===== config.mk =====
export PLATFORM = sky130hd
export DESIGN_NAME = fc_class_head_flat
export DESIGN_NICKNAME = d
export VERILOG_FILES = /design/src/rtl/fc_head_pkg.sv /design/src/rtl/fc_class_head_if.sv /design/src/rtl/fc_mac_lane.sv /design/src/rtl/fc_class_head.sv /design/src/flat_wrapper.sv
export SDC_FILE = /design/constraint.sdc
export NUM_CORES = 1
export LEC_CHECK = 0
export BUFFER_PORTS_ARGS = -buffer_cell sky130_fd_sc_hd__buf_4
export CAP_MARGIN = 20
export CORE_MARGIN = 4
export CORE_UTILIZATION = 49
export DETAILED_ROUTE_END_ITERATION = 8
export GPL_TIMING_DRIVEN = 0
export PLACE_DENSITY = 0.79
export SKIP_CTS_REPAIR_TIMING = 1
export SLEW_MARGIN = 20
export SYNTH_ARGS = -nofsm -noshare
export SYNTH_HDL_FRONTEND = slang
export SYNTH_SLANG_ARGS = --single-unit

===== constraint.sdc =====
create_clock -name clk -period 4.2 [get_ports clk]
set_input_delay 0.84 -clock clk [delete_from_list [all_inputs] [get_ports clk]]
set_output_delay 0.84 -clock clk [all_outputs]
set_load 0.005 [all_outputs]

===== src/rtl/fc_head_pkg.sv =====
// Shared constants, types and the per-element MAC term for the FC classification head.
package fc_head_pkg;
  localparam int NUM_ELEMS   = 64;
  localparam int ADDR_W      = 6;
  localparam int DATA_W      = 8;
  localparam int W_W         = 8;
  localparam int NUM_CLASSES = 10;
  localparam int CLS_W       = 4;
  localparam int ACC_W       = 24;
  localparam int PROD_W      = DATA_W + W_W + 1;

  typedef logic signed [ACC_W-1:0] acc_t;
  typedef logic signed [W_W-1:0]   weight_t;

  typedef enum logic [1:0] {COLLECT, SEED, SCAN, EMIT} fc_state_t;

  // Feature data is unsigned: widen with a zero MSB before the signed multiply.
  function automatic acc_t mac_term(input logic [DATA_W-1:0] d, input weight_t w);
    logic signed [DATA_W:0]   w_d;
    logic signed [PROD_W-1:0] w_p;
    w_d = $signed({1'b0, d});
    w_p = PROD_W'(w_d) * PROD_W'(w);
    return acc_t'(w_p);
  endfunction
endpackage


===== src/rtl/fc_class_head_if.sv =====
// Feature-element input stream and class-decision output bundle of fc_class_head.
interface fc_class_head_if;
  import fc_head_pkg::*;

  logic [ADDR_W-1:0] in_addr;
  logic [DATA_W-1:0] in_data;
  logic              in_valid;
  logic [CLS_W-1:0]  cls_id;
  acc_t              cls_score;
  logic              cls_valid;
  logic              err_dup;
  logic              err_drop;

  modport master (
    output in_addr, in_data, in_valid,
    input  cls_id, cls_score, cls_valid, err_dup, err_drop
  );

  modport slave (
    input  in_addr, in_data, in_valid,
    output cls_id, cls_score, cls_valid, err_dup, err_drop
  );
endinterface


===== src/rtl/fc_mac_lane.sv =====
// One class lane: constant weight ROM slice selected by CLASS_IDX plus a signed accumulator.
module fc_mac_lane
  import fc_head_pkg::*;
#(
  parameter int CLASS_IDX = 0,
  parameter logic [NUM_CLASSES*NUM_ELEMS*W_W-1:0] WEIGHTS = '0
) (
  input  logic              clk,
  input  logic              reset,
  input  acc_t              i_init,
  input  logic              i_load,
  input  logic              i_acc_en,
  input  logic [ADDR_W-1:0] i_addr,
  input  logic [DATA_W-1:0] i_data,
  output acc_t              o_acc
);
  weight_t w_rom [NUM_ELEMS];
  weight_t w_wgt;
  acc_t    r_acc;

  // Class-major layout: entry index = class*NUM_ELEMS + addr.
  for (genvar a = 0; a < NUM_ELEMS; a++) begin : g_rom
    assign w_rom[a] = weight_t'(WEIGHTS[(CLASS_IDX*NUM_ELEMS+a)*W_W +: W_W]);
  end

  assign w_wgt = w_rom[i_addr];

  always_ff @(posedge clk) begin
    if (reset || i_load)
      r_acc <= i_init;
    else if (i_acc_en)
      r_acc <= r_acc + mac_term(i_data, w_wgt);
  end

  assign o_acc = r_acc;
endmodule


===== src/rtl/fc_class_head.sv =====
// FC classification head: collects a 64-element frame, MACs into per-class lanes, argmax, emit.
// Optional FC_BIAS_EN: accumulators restart from (bias << DATA_W) instead of zero.
module fc_class_head
  import fc_head_pkg::*;
#(
  parameter logic [NUM_CLASSES*NUM_ELEMS*W_W-1:0] WEIGHT_INIT = '0
`ifdef FC_BIAS_EN
  , parameter logic [NUM_CLASSES*W_W-1:0] BIAS_INIT = '0
`endif
) (
  input  logic clk,
  input  logic reset,
  fc_class_head_if.slave bus
);
  fc_state_t            r_state, w_state_nxt;
  logic [NUM_ELEMS-1:0] r_mask, w_mask_nxt;
  logic [CLS_W-1:0]     r_idx, r_best_idx, r_cls_id;
  acc_t                 r_best, r_cls_score;
  logic                 r_cls_valid, r_err_dup, r_err_drop;
  logic                 w_collect, w_new, w_dup, w_drop;
  logic                 w_seed, w_scan, w_emit;
  acc_t                 w_acc  [NUM_CLASSES];
  acc_t                 w_init [NUM_CLASSES];

  assign w_collect = (r_state == COLLECT);
  assign w_new     = bus.in_valid && w_collect && !r_mask[bus.in_addr];
  assign w_dup     = bus.in_valid && w_collect &&  r_mask[bus.in_addr];
  assign w_drop    = bus.in_valid && !w_collect;

  always_comb begin
    w_mask_nxt = r_mask;
    if (w_new) w_mask_nxt[bus.in_addr] = 1'b1;
  end

  always_ff @(posedge clk) begin
    if (reset) r_state <= COLLECT;
    else       r_state <= w_state_nxt;
  end

  always_comb begin
    w_state_nxt = r_state;
    w_seed      = 1'b0;
    w_scan      = 1'b0;
    w_emit      = 1'b0;
    case (r_state)
      COLLECT: if (w_new && (&w_mask_nxt)) w_state_nxt = SEED;
      SEED: begin
        w_seed      = 1'b1;
        w_state_nxt = SCAN;
      end
      SCAN: begin
        w_scan = 1'b1;
        if (r_idx == CLS_W'(NUM_CLASSES-1)) w_state_nxt = EMIT;
      end
      EMIT: begin
        w_emit      = 1'b1;
        w_state_nxt = COLLECT;
      end
      default: w_state_nxt = COLLECT;
    endcase
  end

  always_ff @(posedge clk) begin
    if (reset) begin
      r_mask      <= '0;
      r_idx       <= '0;
      r_best_idx  <= '0;
      r_best      <= '0;
      r_cls_id    <= '0;
      r_cls_score <= '0;
      r_cls_valid <= 1'b0;
      r_err_dup   <= 1'b0;
      r_err_drop  <= 1'b0;
    end else begin
      r_mask      <= w_emit ? '0 : w_mask_nxt;
      r_cls_valid <= w_emit;
      r_err_dup   <= r_err_dup  | w_dup;
      r_err_drop  <= r_err_drop | w_drop;
      if (w_seed) begin
        r_best     <= w_acc[0];
        r_best_idx <= '0;
        r_idx      <= CLS_W'(1);
      end
      // Strict compare keeps the lowest index on ties.
      if (w_scan) begin
        if (w_acc[r_idx] > r_best) begin
          r_best     <= w_acc[r_idx];
          r_best_idx <= r_idx;
        end
        r_idx <= r_idx + CLS_W'(1);
      end
      if (w_emit) begin
        r_cls_id    <= r_best_idx;
        r_cls_score <= r_best;
      end
    end
  end

  for (genvar c = 0; c < NUM_CLASSES; c++) begin : g_lane
`ifdef FC_BIAS_EN
    assign w_init[c] = acc_t'(weight_t'(BIAS_INIT[c*W_W +: W_W])) <<< DATA_W;
`else
    assign w_init[c] = '0;
`endif
    fc_mac_lane #(
      .CLASS_IDX (c),
      .WEIGHTS   (WEIGHT_INIT)
    ) u_lane (
      .clk      (clk),
      .reset    (reset),
      .i_init   (w_init[c]),
      .i_load   (w_emit),
      .i_acc_en (w_new),
      .i_addr   (bus.in_addr),
      .i_data   (bus.in_data),
      .o_acc    (w_acc[c])
    );
  end

  assign bus.cls_id    = r_cls_id;
  assign bus.cls_score = r_cls_score;
  assign bus.cls_valid = r_cls_valid;
  assign bus.err_dup   = r_err_dup;
  assign bus.err_drop  = r_err_drop;
endmodule


===== src/flat_wrapper.sv =====
// flat-port wrapper written by rule: the top's interface ports become plain ports
module fc_class_head_flat import fc_head_pkg::*;
#(
  parameter logic [NUM_CLASSES*NUM_ELEMS*W_W-1:0] WEIGHT_INIT = '0

)
  (clk, reset, bus_in_addr, bus_in_data, bus_in_valid, bus_cls_id, bus_cls_score, bus_cls_valid, bus_err_dup, bus_err_drop);
  fc_class_head_if bus_i ();
  input  logic clk;
  input  logic reset;
  input wire logic [$bits(bus_i.in_addr)-1:0] bus_in_addr;
  input wire logic [$bits(bus_i.in_data)-1:0] bus_in_data;
  input wire logic [$bits(bus_i.in_valid)-1:0] bus_in_valid;
  output wire logic [$bits(bus_i.cls_id)-1:0] bus_cls_id;
  output wire logic [$bits(bus_i.cls_score)-1:0] bus_cls_score;
  output wire logic [$bits(bus_i.cls_valid)-1:0] bus_cls_valid;
  output wire logic [$bits(bus_i.err_dup)-1:0] bus_err_dup;
  output wire logic [$bits(bus_i.err_drop)-1:0] bus_err_drop;
  assign bus_i.in_addr = bus_in_addr;
  assign bus_i.in_data = bus_in_data;
  assign bus_i.in_valid = bus_in_valid;
  assign bus_cls_id = bus_i.cls_id;
  assign bus_cls_score = bus_i.cls_score;
  assign bus_cls_valid = bus_i.cls_valid;
  assign bus_err_dup = bus_i.err_dup;
  assign bus_err_drop = bus_i.err_drop;
  fc_class_head #(.WEIGHT_INIT(WEIGHT_INIT)) u_core (.clk(clk), .reset(reset), .bus(bus_i));
endmodule

-- Word level (Yosys, flattened, before mapping)
Memories as Yosys holds them, arrays and structs flattened.
Cells that the tools add are included.
Widths: inputs -> output; s select.
- bits in registers: 369
- bits in read-only memories: 512
- input port bits: 17
- output and inout port bits: 31
- memories kept: 1
- add/sub/neg operators: 11
- $mul: 1
- $lt $le $gt $ge: 5
- eq/ne operators: 6
- multiplexer cells: 24
- bitwise logic cells: 5
- reductions and logical operators: 14
- memory list (name ; words ; bits a word ; rd ports ; clocked after memory_dff ; write ports ; line ; RTL):
    (no name shown) ; 64 ; 8 ; 1 ; 0 ; 0 ; fc_mac_lane.sv:26 ; assign w_wgt = w_rom[i_addr];
- operator list (cell ; count):
    $add 24x17->24 ; 10
    $mux 24 ; 5
    $bmux 24 s4 ; 1
    $mux 64 ; 1
    $or 64x64->64 ; 1
    $reduce_and 64->1 ; 1
    $gt 24x24->1 ; 1
    $mux 4 ; 5
    $mul 9x8->17 ; 1
    $mux 8 ; 2
    $pmux 2 s4 ; 1
    $ge 7x7->1 const B ; 1
    $lt 6x7->1 const B ; 1
    $not 6->7 ; 1
    $bmux 1 s6 ; 1
    $demux 1 s6 ; 1
    $ge 6x1->1 const B ; 1
    $logic_and 1x1->1 ; 6
    $ge 5x5->1 const B ; 1
    $mux 1 ; 5
    $not 4->5 ; 1
    $add 4x1->4 const B ; 1
    $eq 2x2->1 const B ; 2
    $eq 4x4->1 const B ; 1
    11 further kinds ; 14

-- Depth between registers and ports, before layout
- word-level depth: 10
- mapped depth: 15

-- Cells and area by module
From an unflattened synthesis, not the netlist that was laid out.
- cell total of the unflattened synthesis: 1467
- area, all modules: 18051.1 um2
- modules (own cells, without submodules) (module ; times used ; cells an instance ; area an instance (um2) ; sequential area each (um2)):
    fc_mac_lane ; 10 ; 55 ; 974.7 ; 720.7
    fc_class_head ; 1 ; 917 ; 8304.2 ; 2582.5

-- Least setup slack after synthesis
No wires, ideal clock.
- path type: input to register
- from: input bus_in_addr[2]
- to: register u_core.r_state[0]
- arrival time: 3555 ps
- data required time: 4114 ps
- slack: 558 ps
- stages: 11
- path through: buf_6 nor2b_1 a221o_1 a221o_1 a211o_1 nor3_4 a21oi_1 or4_1 nor4_1 a31oi_1 a221oi_2
- word-level cells in the longest chain between the ends: 10
- ends and longest elaborated chain (what ; line ; RTL):
    start, declared ; flat_wrapper.sv:11 ; input wire logic [$bits(bus_i.in_addr)-1:0] bus_in_addr;
    $lt 6x7->1 (implied by the code) / $ge 6x1->1 (equally long branches) ; fc_class_head.sv:32 ; if (w_new) w_mask_nxt[bus.in_addr] = 1'b1;
    $logic_and 1x1->1 (implied by the code) ; fc_class_head.sv:32 ;
    $mux 1 (implied by the code) ; fc_class_head.sv:32 ;
    $demux 1 s6 ; -- ;
    $or 64x64->64 (no source line) ; -- ;
    $mux 64 ; fc_class_head.sv:32 ;
    $reduce_and 64->1 ; fc_class_head.sv:46 ; COLLECT: if (w_new && (&w_mask_nxt)) w_state_nxt = SEED;
    $logic_and 1x1->1 (*) ; fc_class_head.sv:46 ;
    $ne 2x2->1 (no source line) (*) ; -- ;
    $reduce_and 2->1 (no source line) (*) ; -- ;
    end signal, assigned ; fc_class_head.sv:37 ; else r_state <= w_state_nxt;
    end, declared ; fc_class_head.sv:15 ; fc_state_t r_state, w_state_nxt;
Mark *: on every way between the ends. The rest lies on a longest branch, timed or not. The select of a mux whose other input is x is not followed.
A chain may end at the register's enable or synchronous reset.

-- Final worst setup path
- from: input bus_in_addr[1]
- to: register u_core.r_state[0]
The elaborated chain is that of the path after synthesis.

==> flow_metrics.py <==
metrics = {
    "sta": {
        "fin_skew_ns": 0.00805,
        "setup_total_negative_slack_ns": 0,
        "hold_viol_final": 0,
        "tightestPinTransition_ns": 1.11,
        "max_clock_freq_ghz": 0.245,
        "relSlewSlack_pct": 25.6,
        "fin_worst_hold_slack_ns": 0.476,
        "min_period_ns": 4.09,
        "setup_viol_count_final": 0,
        "setup_repair_after_global_routing_missed_its_margin": "no",
        "report.final.slew_viol_count": 0,
        "fin_crit_sh_pct": 97.3,
    },
    "synthesis": {
        "synth-seq-cells": 129,
        "synthMostInstantiatedCell": "dfxtp_1",
        "synthArstFlopShare_pct": 0,
        "number_of_warnings_issued_by_yosys": 0,
        "syn_area_cell_um2": 8.82,
        "area_share_of_the_leading_cell_type_in_the_synthesized_netlist_pct": 44.4,
        "count_of_mapped_cells_out_of_synthesis": 660,
        "ys_dominant_reg_cell": "dfxtp_1",
        "sequential_share_of_the_synthesized_area_pct": 44.4,
        "netlist-cell-type-count": 56,
        "synth-edff-count": 0,
        "post_synth_main_area_contributors": "dfxtp_1 44%, mux2i_1 7.9%, nor2_1 7.7%, a21oi_1 7.0%, ha_1 6.4%",
        "post-synth-top-area-cell": "dfxtp_1",
        "syn_area_mm2": 0.00582,
        "synth_common_cells": "129 x dfxtp_1, 120 x nor2_1, 82 x a21oi_1",
    },
    "power_and_ir_drop": {
        "clock_power_share_pct": 49.3,
        "p_sw_uw": 763,
        "cell_internal_pwr_uw": 2200,
        "report.power.total_uw": 2960,
        "peakVddDrop_uv": 273,
        "switching_share_pct": 25.8,
        "p_leak_uw": 0.00269,
        "pwr_density_cell_mw_per_mm2": 424,
        "gate_power_share_pct": 8.4,
        "power.sequential.fraction_pct": 42.2,
    },
    "worst_setup_path": {
        "buffering_stage_count_on_the_worst_path_with_inverters_included": 3,
        "reg2reg_depth": 11,
        "critPathKind": "in -> reg",
        "timing.critical_path.fanout_max": 10,
        "worstSetupEndpointType": "flip-flop",
        "critical-path-top-delay-family": "simple AND/OR/NAND/NOR gates",
        "critical_path_arrival_ns": 4.42,
        "cell_depth_of_the_worst_setup_path": 13,
        "worst_reg2reg_setup_slack_ns": 0.54,
        "path_common_cell": "buf_4",
        "crit_required_ns": 4.53,
        "critical_path.startpoint_type": "input port",
        "timing.critical_path.slowest_cell_delay_ns": 0.68,
        "chain_of_cells_forming_the_critical_path": "buf_4 > buf_4 > buf_2 > nand2b_1 > nor2_1 > a21o_1 > a32oi_1 > or4b_2 > nor3_1 > nand4_1 > nor4_1 > a31oi_1 > a221oi_2",
        "critPathSlowestCell": "nor2_1",
    },
    "cts": {
        "clock_sink_count": 129,
        "cts_tree": "done",
        "h-tree-depth": 4,
        "cts.root.buffer_cell": "clkbuf_16",
        "cts.path.max_buffers": 2,
        "clk_transition_reported_paths_ns": 0.05,
        "clock_insertion_delay_worst_skew_ns": 0.43,
        "cts-buffers-inserted": 17,
    },
    "route": {
        "drtIter0Drc": 724,
        "antenna_violating_nets_post_route": 0,
        "dr_total_vias": 5181,
        "initial_drt_pass_iterations": 8,
        "drc": 0,
        "drt-wirelength-per-cell_um": 17.1,
        "finalWirelength_mm": 15.3,
        "post_drt_via_cell_ratio": 5.80,
    },
    "cells_and_area": {
        "insertedDiodeCount": 0,
        "fillerInstances": 950,
        "area_overhead_of_the_layout_relative_to_synthesis_pct": 20.1,
        "drive_above_1_share_pct": 13.3,
        "multi_input_area_mm2": 0.00310,
        "num-nets-final": 784,
        "regArea_mm2": 0.00258,
        "final_area_mm2": 0.00699,
    },
    "die": {
        "initial_core_util_pct": 50.6,
        "pin_count": 48,
        "placement_rows": 39,
        "die-area_mm2": 0.0137,
        "fp.dieW_um": 117,
        "design.core.area_mm2": 0.0115,
        "die_span_in_y_um": 117,
    },
    "grt": {
        "grt_max_degree": 17,
        "globalRouteOverflowTotal": 0,
        "grt_pass1_wl_mm": 24.8,
        "grt_pass1_vias": 5127,
        "track_usage_pct": 23.2,
        "grt_antenna_before_repair": 0,
    },
    "placement": {
        "detailed_place.area_mm2": 0.00636,
        "dp.final_hpwl_mm": 10.8,
        "finalWeightedCongestion": 0.971,
        "port_buffers": 36,
    },
    "status": {
        "status": "finished clean",
    },
    "worst_hold_path": {
        "worstHoldPathType": "reg -> reg",
        "hold_path_depth": 2,
    },
    "job": {
        "max-cap-violations": 0,
    },
}
[area by class of cell]
| type | count | area share, % |
|---|---|---|
| repair buffers | 36 | 3.87 |
| flip-flops and latches | 129 | 36.9 |
| clock buffers | 18 | 6.14 |
| multi-input cells | 488 | 44.4 |
| inverters | 33 | 1.77 |
| well taps | 143 | 2.56 |
| clock inverters | 14 | 2.22 |
| plain buffers | 32 | 2.08 |
[worst register-to-register path: cells and delay by family (launching register included)]
kind,cells,cell delay (ns)
AOI/OAI and AO/OA,3,0.70
adders and majority gates,1,0.21
buffers and inverters,2,0.47
DFF,1,0.33
and+or+nand+nor,5,1.86
[stage by stage]
step / utilization, % / setup WS [ns] / std cells
after global placement: 55.2 / -0.702 / 861
after floorplan: - / 0.558 / 682
after global routing: 60.7 / 0.0491 / 893
after CTS: 60.3 / 0.0977 / 893
final: 60.7 / 0.113 / 893
after detailed placement: 55.3 / -0.351 / 861
[path summary, 6_finish.rpt]
path                                            to          startpoint
worst min register to register  u_core.bus.err_dup  u_core.bus.err_dup
worst max-delay path             u_core.r_state[0]      bus_in_addr[1]
worst min-delay path            u_core.bus.err_dup  u_core.bus.err_dup
worst max register to register   u_core.r_state[0]   u_core.r_state[0]
[kinds of logic after synthesis]
group,count (synthesis),share of synthesized area [%]
AOI/OAI and AO/OA,141,14.7
and+or+nand+nor,244,21.1
buffers and inverters,65,4.60
other,2,0.129
DFF,129,44.4
adders and majority gates,30,6.45
muxes,49,8.68
[state kept, by name, indices dropped and copies added (netlist names), 2 cells and up]
| register | cells |
|---|---|
| u_core.bus.cls_score | 24 |
| u_core.r_mask | 64 |
| u_core.r_idx | 4 |
| u_core.bus.cls_id | 4 |
| u_core.r_state | 2 |
| u_core.r_best_idx | 4 |
| u_core.r_best | 24 |
[per-layer routing]
layer | vias up | wire, um | track usage (%)
li1 | 2448 | - | -
met1 | 2426 | 6180 | 27.9
met2 | 248 | 7140 | 37.4
met4 | 0 | 609 | 11.9
met3 | 59 | 1330 | 7.35
met5 | - | 0 | 0
[placed cells by master, fill, tap and decap left out, types with 13 or more instances in the layout]
master       n
conb_1      24
clkbuf_1    23
clkbuf_16   17
buf_4       39
and2_1      27
ha_1        30
inv_1       32
nand2_1     15
dfxtp_1    129
mux2i_1     46
a21oi_1     82
nor2_1     116
o21ai_0     13
[power groups by stage]
stage / combinational, uW / clock [uW] / sequential, uW
3_5_place_dp: 233 / 0 / 1280
3_3_place_gp: 224 / 0 / 1280
2_1_floorplan: 164 / 0 / 1270
6_report: 250 / 1460 / 1250
5_1_grt: 275 / 1530 / 1250
4_1_cts: 235 / 1470 / 1250
No activity file was read; power rests on OpenSTA's default activity.
